### src/rtl/i2cmb_txn_sequencer.sv
// Wishbone master that runs one complete single-byte I2C transaction at a time
// on the iicmb_m_wb controller: bus select, start, address, data/read, stop.
module i2cmb_txn_sequencer #(
    parameter int unsigned WB_ADDR_WIDTH  = 2,
    parameter int unsigned WB_DATA_WIDTH  = 8,
    parameter int unsigned NUM_I2C_BUSSES = 16,
    parameter int unsigned TIMEOUT_CYCLES = 200000
) (
    input  logic                     clk_i,
    input  logic                     rst_i,
    input  logic                     req_valid_i,
    output logic                     req_ready_o,
    input  logic                     req_rw_i,
    input  logic [3:0]               req_bus_i,
    input  logic [6:0]               req_addr_i,
    input  logic [7:0]               req_data_i,
    output logic                     rsp_valid_o,
    output logic [1:0]               rsp_status_o,
    output logic [7:0]               rsp_data_o,
    output logic                     cyc_o,
    output logic                     stb_o,
    output logic                     we_o,
    output logic [WB_ADDR_WIDTH-1:0] adr_o,
    output logic [WB_DATA_WIDTH-1:0] dat_o,
    input  logic [WB_DATA_WIDTH-1:0] dat_i,
    input  logic                     ack_i,
    input  logic                     irq_i
);

    localparam int unsigned CNT_W = $clog2(TIMEOUT_CYCLES + 1);

    // One bit per 4-bit bus id: set when the id exists behind the controller
    localparam logic [15:0] BUS_MASK = (NUM_I2C_BUSSES >= 16) ? 16'hFFFF
                                     : 16'((32'd1 << NUM_I2C_BUSSES) - 32'd1);

    localparam logic [WB_ADDR_WIDTH-1:0] ADR_CSR  = WB_ADDR_WIDTH'(0);
    localparam logic [WB_ADDR_WIDTH-1:0] ADR_DPR  = WB_ADDR_WIDTH'(1);
    localparam logic [WB_ADDR_WIDTH-1:0] ADR_CMDR = WB_ADDR_WIDTH'(2);

    localparam logic [1:0] STS_OK  = 2'd0;
    localparam logic [1:0] STS_NAK = 2'd1;
    localparam logic [1:0] STS_AL  = 2'd2;
    localparam logic [1:0] STS_ERR = 2'd3;

    typedef enum logic [3:0] {
        S_INIT, S_IDLE, S_DPR, S_CMDR, S_WAIT, S_RDCMDR, S_RDDPR, S_TO_OFF, S_TO_ON, S_RESP
    } state_t;

    typedef enum logic [2:0] {
        ST_SETBUS, ST_START, ST_ADDR, ST_DATA, ST_RDNAK, ST_STOP
    } step_t;

    state_t             state_q;
    step_t              step_q;
    logic               ready_q;
    logic               rw_q;
    logic [3:0]         bus_q;
    logic [6:0]         addr_q;
    logic [7:0]         wdata_q;
    logic [7:0]         rdata_q;
    logic [1:0]         sts_q;
    logic [CNT_W-1:0]   cnt_q;
    logic               cyc_q;
    logic               we_q;
    logic [WB_ADDR_WIDTH-1:0] adr_q;
    logic [WB_DATA_WIDTH-1:0] dat_q;
    logic               rsp_valid_q;
    logic [1:0]         rsp_status_q;
    logic [7:0]         rsp_data_q;

    logic               acc_c;
    logic               acc_we_c;
    logic [WB_ADDR_WIDTH-1:0] acc_adr_c;
    logic [7:0]         acc_byte_c;
    logic               ack_done_c;
    logic [7:0]         rd_byte_c;

    // Wishbone access descriptor for the current state
    always_comb begin
        acc_c      = 1'b1;
        acc_we_c   = 1'b1;
        acc_adr_c  = ADR_CMDR;
        acc_byte_c = 8'h00;
        case (state_q)
            S_INIT, S_TO_ON: begin
                acc_adr_c  = ADR_CSR;
                acc_byte_c = 8'hC0;
            end
            S_TO_OFF: acc_adr_c = ADR_CSR;
            S_DPR: begin
                acc_adr_c = ADR_DPR;
                case (step_q)
                    ST_SETBUS: acc_byte_c = {4'h0, bus_q};
                    ST_ADDR:   acc_byte_c = {addr_q, rw_q};
                    ST_DATA:   acc_byte_c = wdata_q;
                    default:   acc_byte_c = 8'h00;
                endcase
            end
            S_CMDR: begin
                case (step_q)
                    ST_SETBUS: acc_byte_c = 8'h06;
                    ST_START:  acc_byte_c = 8'h04;
                    ST_ADDR:   acc_byte_c = 8'h01;
                    ST_DATA:   acc_byte_c = 8'h01;
                    ST_RDNAK:  acc_byte_c = 8'h03;
                    ST_STOP:   acc_byte_c = 8'h05;
                    default:   acc_byte_c = 8'h00;
                endcase
            end
            S_RDCMDR: acc_we_c = 1'b0;
            S_RDDPR: begin
                acc_we_c  = 1'b0;
                acc_adr_c = ADR_DPR;
            end
            default: acc_c = 1'b0;
        endcase
    end

    assign ack_done_c = cyc_q && ack_i;
    assign rd_byte_c  = 8'(dat_i);

    always_ff @(posedge clk_i or negedge rst_i) begin
        if (!rst_i) begin
            state_q      <= S_INIT;
            step_q       <= ST_SETBUS;
            ready_q      <= 1'b0;
            rw_q         <= 1'b0;
            bus_q        <= '0;
            addr_q       <= '0;
            wdata_q      <= '0;
            rdata_q      <= '0;
            sts_q        <= STS_OK;
            cnt_q        <= '0;
            cyc_q        <= 1'b0;
            we_q         <= 1'b0;
            adr_q        <= '0;
            dat_q        <= '0;
            rsp_valid_q  <= 1'b0;
            rsp_status_q <= STS_OK;
            rsp_data_q   <= '0;
        end else begin
            rsp_valid_q <= 1'b0;
            if (acc_c && !cyc_q) begin
                cyc_q <= 1'b1;
                we_q  <= acc_we_c;
                adr_q <= acc_adr_c;
                dat_q <= WB_DATA_WIDTH'(acc_byte_c);
            end
            if (ack_done_c) begin
                cyc_q <= 1'b0;
            end
            case (state_q)
                S_INIT: begin
                    if (ack_done_c) begin
                        state_q <= S_IDLE;
                        ready_q <= 1'b1;
                    end
                end
                S_IDLE: begin
                    if (req_valid_i && ready_q) begin
                        ready_q <= 1'b0;
                        rw_q    <= req_rw_i;
                        bus_q   <= req_bus_i;
                        addr_q  <= req_addr_i;
                        wdata_q <= req_data_i;
                        rdata_q <= 8'h00;
                        step_q  <= ST_SETBUS;
                        if (BUS_MASK[req_bus_i]) begin
                            sts_q   <= STS_OK;
                            state_q <= S_DPR;
                        end else begin
                            sts_q   <= STS_ERR;
                            state_q <= S_RESP;
                        end
                    end
                end
                S_DPR: begin
                    if (ack_done_c) state_q <= S_CMDR;
                end
                S_CMDR: begin
                    if (ack_done_c) begin
                        cnt_q   <= '0;
                        state_q <= S_WAIT;
                    end
                end
                S_WAIT: begin
                    if (irq_i) begin
                        state_q <= S_RDCMDR;
                    end else if (cnt_q == CNT_W'(TIMEOUT_CYCLES - 1)) begin
                        state_q <= S_TO_OFF;
                    end else begin
                        cnt_q <= cnt_q + CNT_W'(1);
                    end
                end
                // Decode CMDR: AL > ERR > NAK > DON; an earlier failure status is kept
                S_RDCMDR: begin
                    if (ack_done_c) begin
                        if (rd_byte_c[5]) begin
                            sts_q   <= (sts_q == STS_OK) ? STS_AL : sts_q;
                            state_q <= S_RESP;
                        end else if (rd_byte_c[4]) begin
                            sts_q   <= (sts_q == STS_OK) ? STS_ERR : sts_q;
                            state_q <= S_RESP;
                        end else if (rd_byte_c[6]) begin
                            sts_q <= (sts_q == STS_OK) ? STS_NAK : sts_q;
                            if (step_q == ST_STOP) begin
                                state_q <= S_RESP;
                            end else begin
                                step_q  <= ST_STOP;
                                state_q <= S_CMDR;
                            end
                        end else if (rd_byte_c[7]) begin
                            case (step_q)
                                ST_SETBUS: begin
                                    step_q  <= ST_START;
                                    state_q <= S_CMDR;
                                end
                                ST_START: begin
                                    step_q  <= ST_ADDR;
                                    state_q <= S_DPR;
                                end
                                ST_ADDR: begin
                                    step_q  <= rw_q ? ST_RDNAK : ST_DATA;
                                    state_q <= rw_q ? S_CMDR : S_DPR;
                                end
                                ST_DATA: begin
                                    step_q  <= ST_STOP;
                                    state_q <= S_CMDR;
                                end
                                ST_RDNAK: state_q <= S_RDDPR;
                                default:  state_q <= S_RESP;
                            endcase
                        end else begin
                            sts_q   <= (sts_q == STS_OK) ? STS_ERR : sts_q;
                            state_q <= S_RESP;
                        end
                    end
                end
                S_RDDPR: begin
                    if (ack_done_c) begin
                        rdata_q <= rd_byte_c;
                        step_q  <= ST_STOP;
                        state_q <= S_CMDR;
                    end
                end
                // Timeout: pulse the controller enable off and back on
                S_TO_OFF: begin
                    if (ack_done_c) state_q <= S_TO_ON;
                end
                S_TO_ON: begin
                    if (ack_done_c) begin
                        sts_q   <= STS_ERR;
                        state_q <= S_RESP;
                    end
                end
                S_RESP: begin
                    rsp_valid_q  <= 1'b1;
                    rsp_status_q <= sts_q;
                    rsp_data_q   <= (sts_q == STS_OK) ? rdata_q : 8'h00;
                    ready_q      <= 1'b1;
                    state_q      <= S_IDLE;
                end
                default: state_q <= S_INIT;
            endcase
        end
    end

    assign req_ready_o  = ready_q;
    assign rsp_valid_o  = rsp_valid_q;
    assign rsp_status_o = rsp_status_q;
    assign rsp_data_o   = rsp_data_q;
    assign cyc_o        = cyc_q;
    assign stb_o        = cyc_q;
    assign we_o         = we_q;
    assign adr_o        = adr_q;
    assign dat_o        = dat_q;

endmodule

### config.mk
export PLATFORM = sky130hd
export DESIGN_NAME = i2cmb_txn_sequencer
export DESIGN_NICKNAME = d
export VERILOG_FILES = /design/src/rtl/i2cmb_txn_sequencer.sv
export SDC_FILE = /design/constraint.sdc
export NUM_CORES = 1
export LEC_CHECK = 0
export ABC_AREA = 1
export ABC_CLOCK_PERIOD_IN_PS = 1760
export CAP_MARGIN = 15
export CORE_MARGIN = 2
export CORE_UTILIZATION = 55
export DETAILED_ROUTE_END_ITERATION = 10
export MAX_ROUTING_LAYER = met4
export PLACE_DENSITY = 0.84
export SYNTH_ARGS = -nofsm -noshare
export SYNTH_HDL_FRONTEND = slang
export SYNTH_SLANG_ARGS = --single-unit
export TNS_END_PERCENT = 10
### constraint.sdc
create_clock -name clk_i -period 1.76 [get_ports clk_i]
set_clock_uncertainty 0.15 [all_clocks]
set_input_delay 0.264 -clock clk_i [delete_from_list [all_inputs] [get_ports clk_i]]
set_output_delay 0.264 -clock clk_i [all_outputs]
set_load 0.05 [all_outputs]
==> impl.org, run 1 <==
** Power
- Pleak :: 2.82 nW
- Across the VDD grid, the largest voltage drop is 657 uV.
- Pwr Density :: 1460 mW/mm^2
- Post-layout power :: 8.32 mW

** GRT
- In the global route stage, overall resource usage came out at 0.275.
- Entering global routing, the biggest net connects 38 pins.
- The number of antenna violations at the first check in global routing is 0.
- After global routing the overflow that remains totals 0.
- The via count of the first global-routing pass came to 3,981.
- The first global-routing pass estimated 18.4 mm of wire.

** Die
- The die covers 0.00869 sq mm.
- Floorplan die width :: 93.2 um
- Die height :: 93.2 um
- Starting density of the core :: 0.567
- The floorplan has 32 rows.
- Core area :: 0.00773 sq mm
- Number of primary I/O pins :: 58

** Timing
- Measured against its own limit, the worst slew margin works out to 0.757.
- In the finished design, the share of the clock period the worst path needs comes to 0.966.
- Clock period minus final worst setup slack :: 1700 ps
- Fmax :: 0.588 GHz
- The final hold violation count is 0.
- Setup repair after global routing could not meet its margin everywhere.
- At the pin with the least slew margin, the transition time is 361 ps.
- Number of pins with negative max-slew slack in the final report :: 0
- Setup TNS :: 0 ps
- Setup violations remaining at the end of the flow were counted as 0.

** Detailed routing
- DRT antenna net count :: 0
- Detail-routed net length per standard cell :: 13.5 um
- Overall via count from detail_route :: 4,357
- Number of iterations in the first detailed-routing pass :: 5
- DRC errors left :: 0
- Vias/cell :: 5.35
- WL final :: 11.0 mm
- Starting DRT DRC Count :: 381

** Synthesis
- The synthesized design contains 0 enable-type register cells.
- Post-synth top area share :: 0.452
- Sequential element share of the synthesized area :: 0.452
- Counting distinct cell types in the post-synthesis netlist gives 31.
- The number of nets handed over by synthesis was 632.
- After synthesis, the share of flip-flops with an asynchronous set or reset is 1.00.
- Predominant post-synthesis flop cell :: sky130_fd_sc_hd__dfrtp_1
- By area the synthesized netlist is led by sky130_fd_sc_hd__dfrtp_1 (45%), sky130_fd_sc_hd__nand2_1 (21%), sky130_fd_sc_hd__nand3_1 (6.9%).
- For this run, the number of Yosys warnings is 0.
- Post-synthesis instance area :: 0.00438 sq mm
- After synthesis, the mean cell area works out to 7.32 sq um.
- The synthesized design spends more area on one cell type than any other, namely sky130_fd_sc_hd__dfrtp_1.
- Counting every instance in the synthesized netlist gives 598.
- In this run, synthesis produced a sequential element count of 79.

** Finish
- FF/Latch Area :: 0.00198 sq mm
- Leaving out filler cells and counting taps, the final layout contains 815.
- Number of filler instances in the final layout :: 565
- Commonest cells after routing, fill and taps aside :: sky130_fd_sc_hd__nand2_1 (237), sky130_fd_sc_hd__buf_4 (75), sky130_fd_sc_hd__dfrtp_1 (74)
- For this run, the post-layout net count is 742.
- In the final layout, the share of cells above drive strength 1 is 0.238.
- Leaving out fill and tap cells, the most frequent cell in the layout is sky130_fd_sc_hd__nand2_1.
- The area growth from synthesis to layout is 30.2%.
- Footprint of the multi-input gates :: 0.00223 sq mm
- 0 antenna diodes ended up in the layout.

** Worst setup path
- For the worst setup path, the data required time is 1850 ps.
- The critical path is of the register to register type.
- In this run the critical register-to-register path is launched from state_q[2].
- STA classifies the critical path endpoint as a register.
- Tracing the worst setup path back leads to its startpoint at state_q[2].
- Startpoint type of the worst setup path :: register
- Arrival time reported for the critical path endpoint :: 1790 ps
- Along the worst path, the maximum fanout reaches 9.

** Hold path
- The path class of the tightest hold or removal check is input pin to asynchronous set/reset pin.

** Status
- Run status :: completed

** Clocking
- TritonCTS built the clock tree.
- CTS saw 79 sinks.
- The tree is rooted in a sky130_fd_sc_hd__clkbuf_8.
- Number of H-tree branching levels :: 3
- At the later pin of the worst-skew pair, clock insertion delay measures 350 ps.
- After clock tree synthesis, the clock-pin slew on the worst setup and hold paths is 70 ps.
- In this run, CTS created clock tree buffers numbering 9.
- The clock passes through at most 2 buffers.

** Place
- IO Port Bufs :: 57
- In this run, placement finished with an instance count of 788.
- The wire-length estimate of the detail-placed layout is 8.17 mm.
- Final estimated routing congestion in global placement :: 0.996

** Job
- Max-cap violations in this run came to 0.
-- final cells by class --
type,count,area share
Tap cell,102,0.0224
Clock buffer,10,0.0224
Clock inverter,6,0.0110
Multi-Input combinational cell,462,0.392
Inverter,43,0.0292
Timing Repair Buffer,113,0.175
Sequential cell,79,0.348
-- metrics by stage --
stage                     hold slack, ps  setup slack (ps)  utilization  area, sq um
after floorplan                     -182               121            -         4380
after global placement              56.6              -134        0.685         5300
after detailed placement            60.0              -175        0.685         5300
after CTS                            226              3.17        0.712         5500
after global routing                 259             -31.3        0.737         5700
final                                228              59.5        0.737         5700
-- routing by layer --
layer  global-route usage  share of wire  vias to the layer above
li1                     -              -                     2139
met1                0.368           0.44                     2009
met2                0.436           0.48                      188
met3               0.0355          0.061                       21
met4               0.0907          0.017                        0
met5                    -              0                        -
-- sequential cells by signal (all words and copies together), names as in the netlist --
signal and flops:
bus_q 4, rw_q 1, rdata_q 8, addr_q 7
dat_o 8, cnt_q 18, we_o 1, adr_o 2
sts_q 2, state_q 4, wdata_q 8, req_ready_o 1
rsp_status_o 2, rsp_data_o 8, cyc_o 1, rsp_valid_o 1
step_q 3
-- synthesized netlist by cell type, types with 3 or more instances --
| master | n |
|---|---|
| sky130_fd_sc_hd__nand2_1 | 245 |
| sky130_fd_sc_hd__dfrtp_1 | 79 |
| sky130_fd_sc_hd__nand3_1 | 60 |
| sky130_fd_sc_hd__nor2_1 | 49 |
| sky130_fd_sc_hd__inv_1 | 35 |
| sky130_fd_sc_hd__o21ai_0 | 31 |
| sky130_fd_sc_hd__o21ai_2 | 14 |
| sky130_fd_sc_hd__nand4_1 | 10 |
| sky130_fd_sc_hd__a21oi_1 | 8 |
| sky130_fd_sc_hd__inv_2 | 7 |
| sky130_fd_sc_hd__nor2_2 | 7 |
| sky130_fd_sc_hd__o21ai_1 | 7 |
| sky130_fd_sc_hd__buf_2 | 6 |
| sky130_fd_sc_hd__or2_2 | 5 |
| sky130_fd_sc_hd__buf_6 | 4 |
| sky130_fd_sc_hd__nand2_2 | 4 |
| sky130_fd_sc_hd__o21bai_1 | 4 |
| sky130_fd_sc_hd__nor2_4 | 3 |
| sky130_fd_sc_hd__nor3_1 | 3 |
-- critical path, cell delays in order (launching register included) --
cell and delay, ps:
sky130_fd_sc_hd__dfrtp_2 470, sky130_fd_sc_hd__inv_2 120, sky130_fd_sc_hd__nand2_2 100, sky130_fd_sc_hd__nor2_4 130
sky130_fd_sc_hd__inv_1 60, sky130_fd_sc_hd__nand2_1 100, sky130_fd_sc_hd__nand3_4 140, sky130_fd_sc_hd__clkbuf_16 200
sky130_fd_sc_hd__nand2_1 70, sky130_fd_sc_hd__o21ai_2 50
-- cells by family (layout without fill, tap and decap cells) --
kind of cell / Yosys count / after routing / share of synthesized area
AOI/OAI and AO/OA: 68 / 68 / 0.0949
xor gates and xnor gates: 1 / 1 / 0.00200
adders and majority gates: 1 / 1 / 0.00286
buffers and inverters: 57 / 172 / 0.0614
DFF: 79 / 79 / 0.452
and+or+nand+nor: 392 / 392 / 0.387
-- power by group --
part | total [mW] | leakage [nW] | switching (mW) | internal (mW)
logic | 4.32 | 1.68 | 2.69 | 1.63
clock network | 1.30 | 0.100 | 0.643 | 0.653
registers | 2.70 | 1.05 | 0.393 | 2.31
-- worst paths after layout --
check / endpoint / slack (ps) / cells past startpoint
min: cnt_q[16] / 230 / 2
max in group asynchronous: bus_q[2] / 710 / 3
min reg2reg: addr_q[5] / 330 / 2
max: cnt_q[12] / 60 / 9
min in group clk_i: wdata_q[6] / 290 / 3
max reg2reg: cnt_q[12] / 60 / 9
-- what timing repair did --
action | CTS | global route
gates resized for setup | 3 | 35
hold buffers | 1 | 0
hold endpoints to repair | 26 | 0
gates cloned | 0 | 1
pin swaps | 0 | 8
setup buffers | 0 | 9
setup endpoints to repair | 7 | 65
No activity file was read; power rests on OpenSTA's default activity.
==> run 2, diff against run 1 <==
- CORE_ASPECT_RATIO: default -> 0.8
- SKIP_LAST_GASP: default -> 1
- SLEW_MARGIN: default -> 40
==> impl.org, run 2 (same netlist as run 1, synthesis figures left out) <==
** Detailed routing
- Detail-routed net length per standard cell :: 13.6 um (+0.33%)
- The total iterations of the first detailed-routing run came to 7 (+2).
- Vias/cell :: 5.26 (-1.6%)
- The initial detailed-routing violation count is 338 (-11%).
- The total routed wirelength came to 11.1 mm (+0.33%).
- The number of vias in the routed layout is 4,289 (-1.6%).
- DRC errors left :: 0 (unchanged)
- DRT antenna net count :: 0 (unchanged)

** Timing
- Setup TNS :: 0 ps (unchanged)
- Measured slew at the worst slew-check pin :: 478 ps (+117 ps)
- The final critical path time including I/O delays and setup was 1740 ps (+35.5 ps).
- The maximum clock rate was 0.576 GHz (-2.0%).
- The final period utilization came to 0.986 (+0.0202).
- Unrepaired setup endpoints after global routing :: yes
- Number of pins with negative max-slew slack in the final report :: 0 (unchanged)
- The worst slew margin relative to its limit came to 0.679 (-0.0779).
- Final-report hold violation count :: 0 (unchanged)
- Fin Hold WS :: 176 ps (-51.5 ps)
- The final count of negative-setup-slack endpoints is 0 (unchanged).

** Place
- IO Port Bufs :: 57 (unchanged)
- The final RePlAce weighted congestion is 0.951 (-4.6%).
- Detailed-placement wirelength estimate :: 8.30 mm (+1.6%)

** Finish
- Footprint of the multi-input gates :: 0.00218 sq mm (-2.2%)
- Number of filler instances in the final layout :: 651 (+15%)
- Commonest non-fill, non-tap cell in the layout :: sky130_fd_sc_hd__nand2_1
- Ranked by flip-flop count, first place goes to cnt_q.
- Flip-flop count of the largest register after layout :: 18 (unchanged)
- The fraction of final layout cells sized beyond drive strength 1 is 0.225 (-0.0135).
- Layout area overhead :: 28.7%
- FF/Latch Area :: 0.00199 sq mm (+0.19%)
- Commonest cells after routing, fill and taps aside :: sky130_fd_sc_hd__nand2_1 (239), sky130_fd_sc_hd__dfrtp_1 (71), sky130_fd_sc_hd__buf_4 (68)
- Number of diodes added for antenna fixing :: 0 (unchanged)
- The final layout net count was 736 (-0.81%).

** Clocking
- The clock latency on the worst-skew pair came to 370 ps (+20 ps).
- The number of clock sinks came to 79 (unchanged).
- The number of buffers on the longest clock path was 2 (unchanged).
- TritonCTS built the clock tree.
- Number of H-tree branching levels :: 3 (unchanged)
- Master cell of the clock root buffer :: sky130_fd_sc_hd__clkbuf_8
- Number of buffers inserted during clock tree synthesis :: 9 (unchanged)
- The register clock-pin slew on the reported worst setup and hold paths came to 90 ps (+20 ps).

** GRT
- The overall track demand over capacity in global routing is 0.271 (-0.00363).
- Pin count of the biggest net entering global routing :: 46 (+21%)
- Vias in the first global route :: 3,927 (-1.4%)
- The number of antenna violations at the first check in global routing came to 0 (unchanged).
- Global-route wire length before repair :: 18.4 mm (-0.26%)
- Overflow left after global routing :: 0 (unchanged)

** Worst setup path
- In this run the worst setup path terminates at cnt_q[14].
- Classification of the worst setup path :: register to register
- Max Fanout on Critical Path :: 4 (-5)
- STA classifies the critical path startpoint as a register.
- Arrival time reported for the critical path endpoint :: 1880 ps (+90 ps)
- Crit Reg-Reg Startpoint :: cnt_q[1]
- Required time of the worst setup path :: 1910 ps (+60 ps)
- FF-to-FF path depth :: 7 (-2)
- FF-to-FF setup slack :: 20 ps (-40 ps)
- Nature of the critical path endpoint :: register
- CP startpoint :: cnt_q[1]
- In this run the critical register-to-register path is captured at cnt_q[14].

** Power
- The largest vdd supply drop came to 834 uV (+27%).
- Post-layout power :: 8.24 mW (-0.97%)
- Pleak :: 2.77 nW (-1.7%)
- The power per cell area is 1460 mW/mm^2 (+0.17%).

** Status
- Run status :: completed

** Die
- The die outline area was 0.00869 sq mm (about the same).
- The number of rows created at floorplan was 29 (-9.4%).
- Die height :: 83.8 um (-10%)
- Floorplan die width :: 104 um (+11%)
- Starting density of the core :: 0.559 (-0.00796)
- Number of primary I/O pins :: 58 (unchanged)
- Core area :: 0.00784 sq mm (+1.4%)

** Hold path
- In this run the worst hold path is classified as input pin to asynchronous set/reset pin.

** Job
- The max capacitance violation total is 0 (unchanged).
[run 2: cell types whose count changed in the layout (fill, tap and decap cells not counted), sizes merged]
cell / delta
clkbuf: -2
buf: -5
clkinv: -4
inv: +5
[run 2: cell type report]
type	count	area share
Sequential cell	79	0.353
Timing Repair Buffer	107	0.169
Tap cell	108	0.0240
Clock buffer	9	0.0220
Clock inverter	7	0.0155
Multi-Input combinational cell	462	0.387
Inverter	43	0.0291
[run 2: stage by stage]
stage	utilization	cells	area (sq um)	setup WS, ps
after floorplan	-	598	4380	121
final	0.719	815	5630	24.0
after detailed placement	0.681	797	5340	-163
after global placement	0.681	797	5340	-142
after CTS	0.709	814	5560	10.5
after global routing	0.719	815	5630	-59.6
[run 2: routing by layer]
layer	vias to the layer above	track usage	part of all wire
met4	0	0.0700	0.014
met3	17	0.0625	0.064
met2	140	0.399	0.44
met1	1997	0.383	0.48
met5	-	-	0
li1	2135	-	-
[run 2: worst max-delay path, stage by stage (launching register included)]
cell and delay, ps:
sky130_fd_sc_hd__dfrtp_1 420, sky130_fd_sc_hd__ha_4 160, sky130_fd_sc_hd__nand2_1 90, sky130_fd_sc_hd__nor3_1 400
sky130_fd_sc_hd__nand3_1 140, sky130_fd_sc_hd__nand2_1 90, sky130_fd_sc_hd__nand3_1 90, sky130_fd_sc_hd__o21ai_2 130
[run 2: power by group]
group          switching (mW)  internal (mW)  total [mW]
Clock                   0.772          0.693        1.47
Combinational            2.61           1.49        4.10
Sequential              0.374           2.31        2.68
[run 2: what timing repair did]
| item | CTS | global route |
|---|---|---|
| setup endpoints to repair | 1 | 66 |
| resized for setup | 2 | 27 |
| pin swaps | 0 | 4 |
| hold endpoints to repair | 79 | 0 |
| cloned | 0 | 0 |
| buffers inserted | 0 | 1 |
| hold buffers | 1 | 0 |
[run 2: how the worst min path moves through the flow]
stage / end / slack, ps
final: rdata_q[4] / 180
after global routing: rdata_q[5] / 210
after CTS: rdata_q[4] / 180
after detailed placement: rsp_status_o[0] / 30
after global placement: rsp_status_o[1] / 20
after floorplan: addr_q[0] / -180
==> run 3, diff against run 2 <==
- ABC_AREA: 1 -> default
- ABC_CLOCK_PERIOD_IN_PS: 1760 -> 2000
- CORE_UTILIZATION: 55 -> 59
- PLACE_DENSITY: 0.84 -> 0.89
- RECOVER_POWER: default -> 25
- clock period: 1.76 -> 2 ns (I/O delays scaled with it)
==> impl.org, run 3 <==
** Worst setup path
- The critical path goes through buf_4 > a21oi_1 > a21oi_1 > o21a_1 > and3_1 > a21oi_1.
- The critical path data required time was 2100 ps (+190 ps).
- The critical path is of the register to register type.
- Nature of the critical path endpoint :: register
- Arrival time reported for the critical path endpoint :: 2300 ps (+420 ps)
- The worst setup path is launched from a register.
- The top fanout value on the critical path is 20 (+16).
- The delay of the slowest cell on the worst path came to 400 ps (-20 ps).
- Top cell by count, worst path :: sky130_fd_sc_hd__a21oi_1
- Standard cell with the maximum stage delay on the critical path :: sky130_fd_sc_hd__dfrtp_1

** Die
- The number of rows created at floorplan came to 27 (-6.9%).
- The width of the die came to 97.0 um (-6.5%).
- Starting density of the core :: 0.601 (+0.0425)
- The number of top-level design ports is 58 (unchanged).
- Die height :: 78.4 um (-6.5%)
- Total Die Area :: 0.00760 sq mm (-13%)
- Core area :: 0.00679 sq mm (-13%)

** GRT
- The global-route wire length before repair came to 19.5 mm (+6.2%).
- Vias in the first global route :: 4,067 (+3.6%)
- The overall track demand over capacity in global routing came to 0.331 (+0.0597).
- The final global-route overflow total came to 0 (unchanged).
- Pin count of the biggest net entering global routing :: 80 (+74%)
- The number of antenna violations at the first check in global routing was 0 (unchanged).

** Timing
- Fin Hold WS :: 308 ps (+132 ps)
- The final count of negative-setup-slack endpoints came to 25 (+25).
- Final-report hold violation count :: 0 (unchanged)
- Fmax :: 0.455 GHz (-21%)
- The transition time at the pin with the least slew margin came to 1080 ps (+598 ps).
- The setup total negative slack was -1970 ps (-1970 ps).
- Slew headroom :: 0.283 (-0.396)
- Unrepaired setup endpoints after global routing :: yes
- The number of pins with negative max-slew slack in the final report came to 0 (unchanged).
- The final critical path time including I/O delays and setup came to 2200 ps (+461 ps).
- The final period utilization was 1.10 (+0.112).
- The worst setup slack after layout is -197 ps (-221 ps).

** Synthesis
- The synthesized design spends more area on one cell type than any other, namely sky130_fd_sc_hd__dfrtp_1.
- The number of library cell types mapped by synthesis came to 55 (+77%).
- The post-synthesis net count is 490 (-22%).
- By count the netlist is led by sky130_fd_sc_hd__nand2_1 (112), sky130_fd_sc_hd__dfrtp_1 (79), sky130_fd_sc_hd__a21oi_1 (30).
- The most common cell in the synthesized netlist is sky130_fd_sc_hd__nand2_1.
- Cells after Synth :: 456 (-24%)
- After synthesis, the cell types taking the most area are sky130_fd_sc_hd__dfrtp_1 (48%), sky130_fd_sc_hd__nand2_1 (10%), sky130_fd_sc_hd__a21oi_1 (3.7%).
- The number of enable-type register cells in the synthesized netlist came to 0 (unchanged).
- FFs w/ async S/R, synth :: 1.00 (unchanged)
- Number of storage elements in the synthesis netlist :: 79 (unchanged)
- Sequential element share of the synthesized area :: 0.484 (+0.0328)
- Number of warning messages in the yosys log :: 0 (unchanged)
- Post-synthesis instance area :: 0.00408 sq mm (-6.8%)
- In the synthesized netlist the dominant register cell turns out to be sky130_fd_sc_hd__dfrtp_1.
- The top-area cell type share of the netlist area is 0.484 (+0.0328).
- The mean cell area of the mapped netlist was 8.95 sq um (+22%).

** Clocking
- Number of sinks handled by clock tree synthesis :: 79 (unchanged)
- The TritonCTS buffer count came to 9 (unchanged).
- TritonCTS built the clock tree.
- The number of buffers on the longest clock path was 2 (unchanged).
- The register clock-pin slew on the reported worst setup and hold paths came to 90 ps (about the same).
- The tree is rooted in a sky130_fd_sc_hd__clkbuf_8.
- Clock latency on the worst-skew pair :: 360 ps (about the same)
- Number of H-tree branching levels :: 3 (unchanged)

** Finish
- The fraction of final layout cells sized beyond drive strength 1 was 0.204 (-0.0211).
- Layout area overhead :: 33.3%
- The library cell used most frequently in the layout, excluding fill and tap cells, is sky130_fd_sc_hd__nand2_1.
- The flip-flop count of the largest register after layout was 18 (unchanged).
- The antenna cell count was 0 (unchanged).
- In the layout the commonest cells are sky130_fd_sc_hd__nand2_1 (112), sky130_fd_sc_hd__dfrtp_1 (78), sky130_fd_sc_hd__buf_4 (71).
- The final layout net count was 603 (-18%).
- Largest Register :: cnt_q

** Detailed routing
- The DRC violation count after routing was 0 (unchanged).
- The number of vias in the routed layout was 4,245 (-1.0%).
- The average wire length per cell after detail routing was 18.6 um (+38%).
- The total iterations of the first detailed-routing run came to 6 (-1).
- The detail-routed via count per cell is 6.42 (+22%).
- Starting DRT DRC Count :: 698 (+110%)
- The number of nets with antenna violations after routing came to 0 (unchanged).
- WL final :: 12.3 mm (+12%)

** Status
- Run status :: finished, violations left
- The checks that failed: setup timing.

** Place
- The final RePlAce weighted congestion is 0.949 (-0.20%).
- The number of port buffers was 57 (unchanged).
- Detailed-placement wirelength estimate :: 7.80 mm (-6.0%)

** Power
- Pwr Density :: 1330 mW/mm^2 (-9.3%)
- Worst VDD drop :: 1350 uV (+62%)
- The overall power consumption is 7.22 mW (-12%).
- The leakage power total came to 2.45 nW (-12%).

** Job
- Max Cap Viol :: 0 (unchanged)

** Hold path
- In this run the worst hold path is classified as input pin to register.
[run 3: cell count changes after synthesis, moves of 10 or more]
cell | before | now
sky130_fd_sc_hd__clkbuf_1 | 2 | 23
sky130_fd_sc_hd__a31oi_1 | 0 | 10
sky130_fd_sc_hd__nand3_1 | 60 | 12
sky130_fd_sc_hd__nor2_1 | 49 | 16
sky130_fd_sc_hd__o21ai_2 | 14 | 0
sky130_fd_sc_hd__inv_1 | 35 | 8
sky130_fd_sc_hd__nand2_1 | 245 | 112
sky130_fd_sc_hd__o31ai_1 | 0 | 14
sky130_fd_sc_hd__o21ai_0 | 31 | 20
sky130_fd_sc_hd__a21oi_1 | 8 | 30
[run 3: final timing paths]
check | to | cells after the start | slack (ps) | from
max | state_q[0] | 6 | -200 | state_q[2]
min | wdata_q[7] | 3 | 310 | req_data_i[7]
max reg2reg | state_q[0] | 6 | -200 | state_q[2]
min reg2reg | rsp_status_o[0] | 2 | 330 | rsp_status_o[0]
max in group asynchronous | cyc_o | 3 | 280 | rst_i
min in group asynchronous | cnt_q[16] | 3 | 630 | rst_i
[run 3: layer usage]
| metal | part of all wire | GRT usage | vias to the layer above | wire [um] |
|---|---|---|---|---|
| met4 | 0.030 | 0.0831 | 0 | 375 |
| li1 | - | - | 1876 | - |
| met2 | 0.47 | 0.519 | 296 | 5770 |
| met1 | 0.40 | 0.431 | 2010 | 4920 |
| met3 | 0.10 | 0.0944 | 63 | 1260 |
| met5 | 0 | - | - | 0 |
[run 3: worst max-delay path, delay by kind of cell, from the launching register on]
family	cells	cell delay, ps
buffers and inverters	1	220
AO/OA/AOI/OAI	4	1110
AND/OR/NAND/NOR	1	210
flip-flops	1	400
[run 3: cells by family (layout without fill, tap and decap cells)]
| group | count (synthesis) | count (layout) | share of synthesized area |
|---|---|---|---|
| buf+inv | 34 | 151 | 0.0343 |
| fa+ha+maj | 1 | 1 | 0.00307 |
| flops | 79 | 79 | 0.484 |
| simple gates | 202 | 202 | 0.239 |
| xor+xnor | 3 | 3 | 0.00644 |
| compound gates | 126 | 127 | 0.204 |
| mux | 11 | 11 | 0.0297 |
[run 3: power breakdown]
| part | internal, mW | total (mW) | switching, mW | leakage [nW] |
|---|---|---|---|---|
| Clock | 0.500 | 1.13 | 0.635 | 0.0899 |
| Sequential | 2.03 | 2.33 | 0.306 | 1.05 |
| Combinational | 1.43 | 3.75 | 2.33 | 1.31 |
| Total | 3.96 | 7.22 | 3.27 | 2.45 |
[run 3: final cells by class]
type	count	area, sq um
fill	403	1350
timing repair buffer	127	1090
clock buffer	10	138
sequential	79	1980
inverter	8	30.0
clock inverter	6	50.0
tap	87	109
multi-input combinational	344	2040
[run 3: through the flow]
stage | utilization | setup WS, ps | instance area, sq um | instances
floorplan | - | -81.8 | 4080 | 456
global placement | 0.760 | -289 | 5160 | 641
global route | 0.801 | -243 | 5440 | 661
CTS | 0.795 | -117 | 5400 | 660
finish | 0.801 | -197 | 5440 | 661
detailed placement | 0.760 | -371 | 5160 | 641
[run 3: what timing repair did]
action	CTS	global route
endpoints found under the hold margin	79	0
cloned	1	0
resized for setup	5	11
hold buffers	1	0
pin swaps	4	2
setup endpoints to repair	54	79
setup buffers	1	1
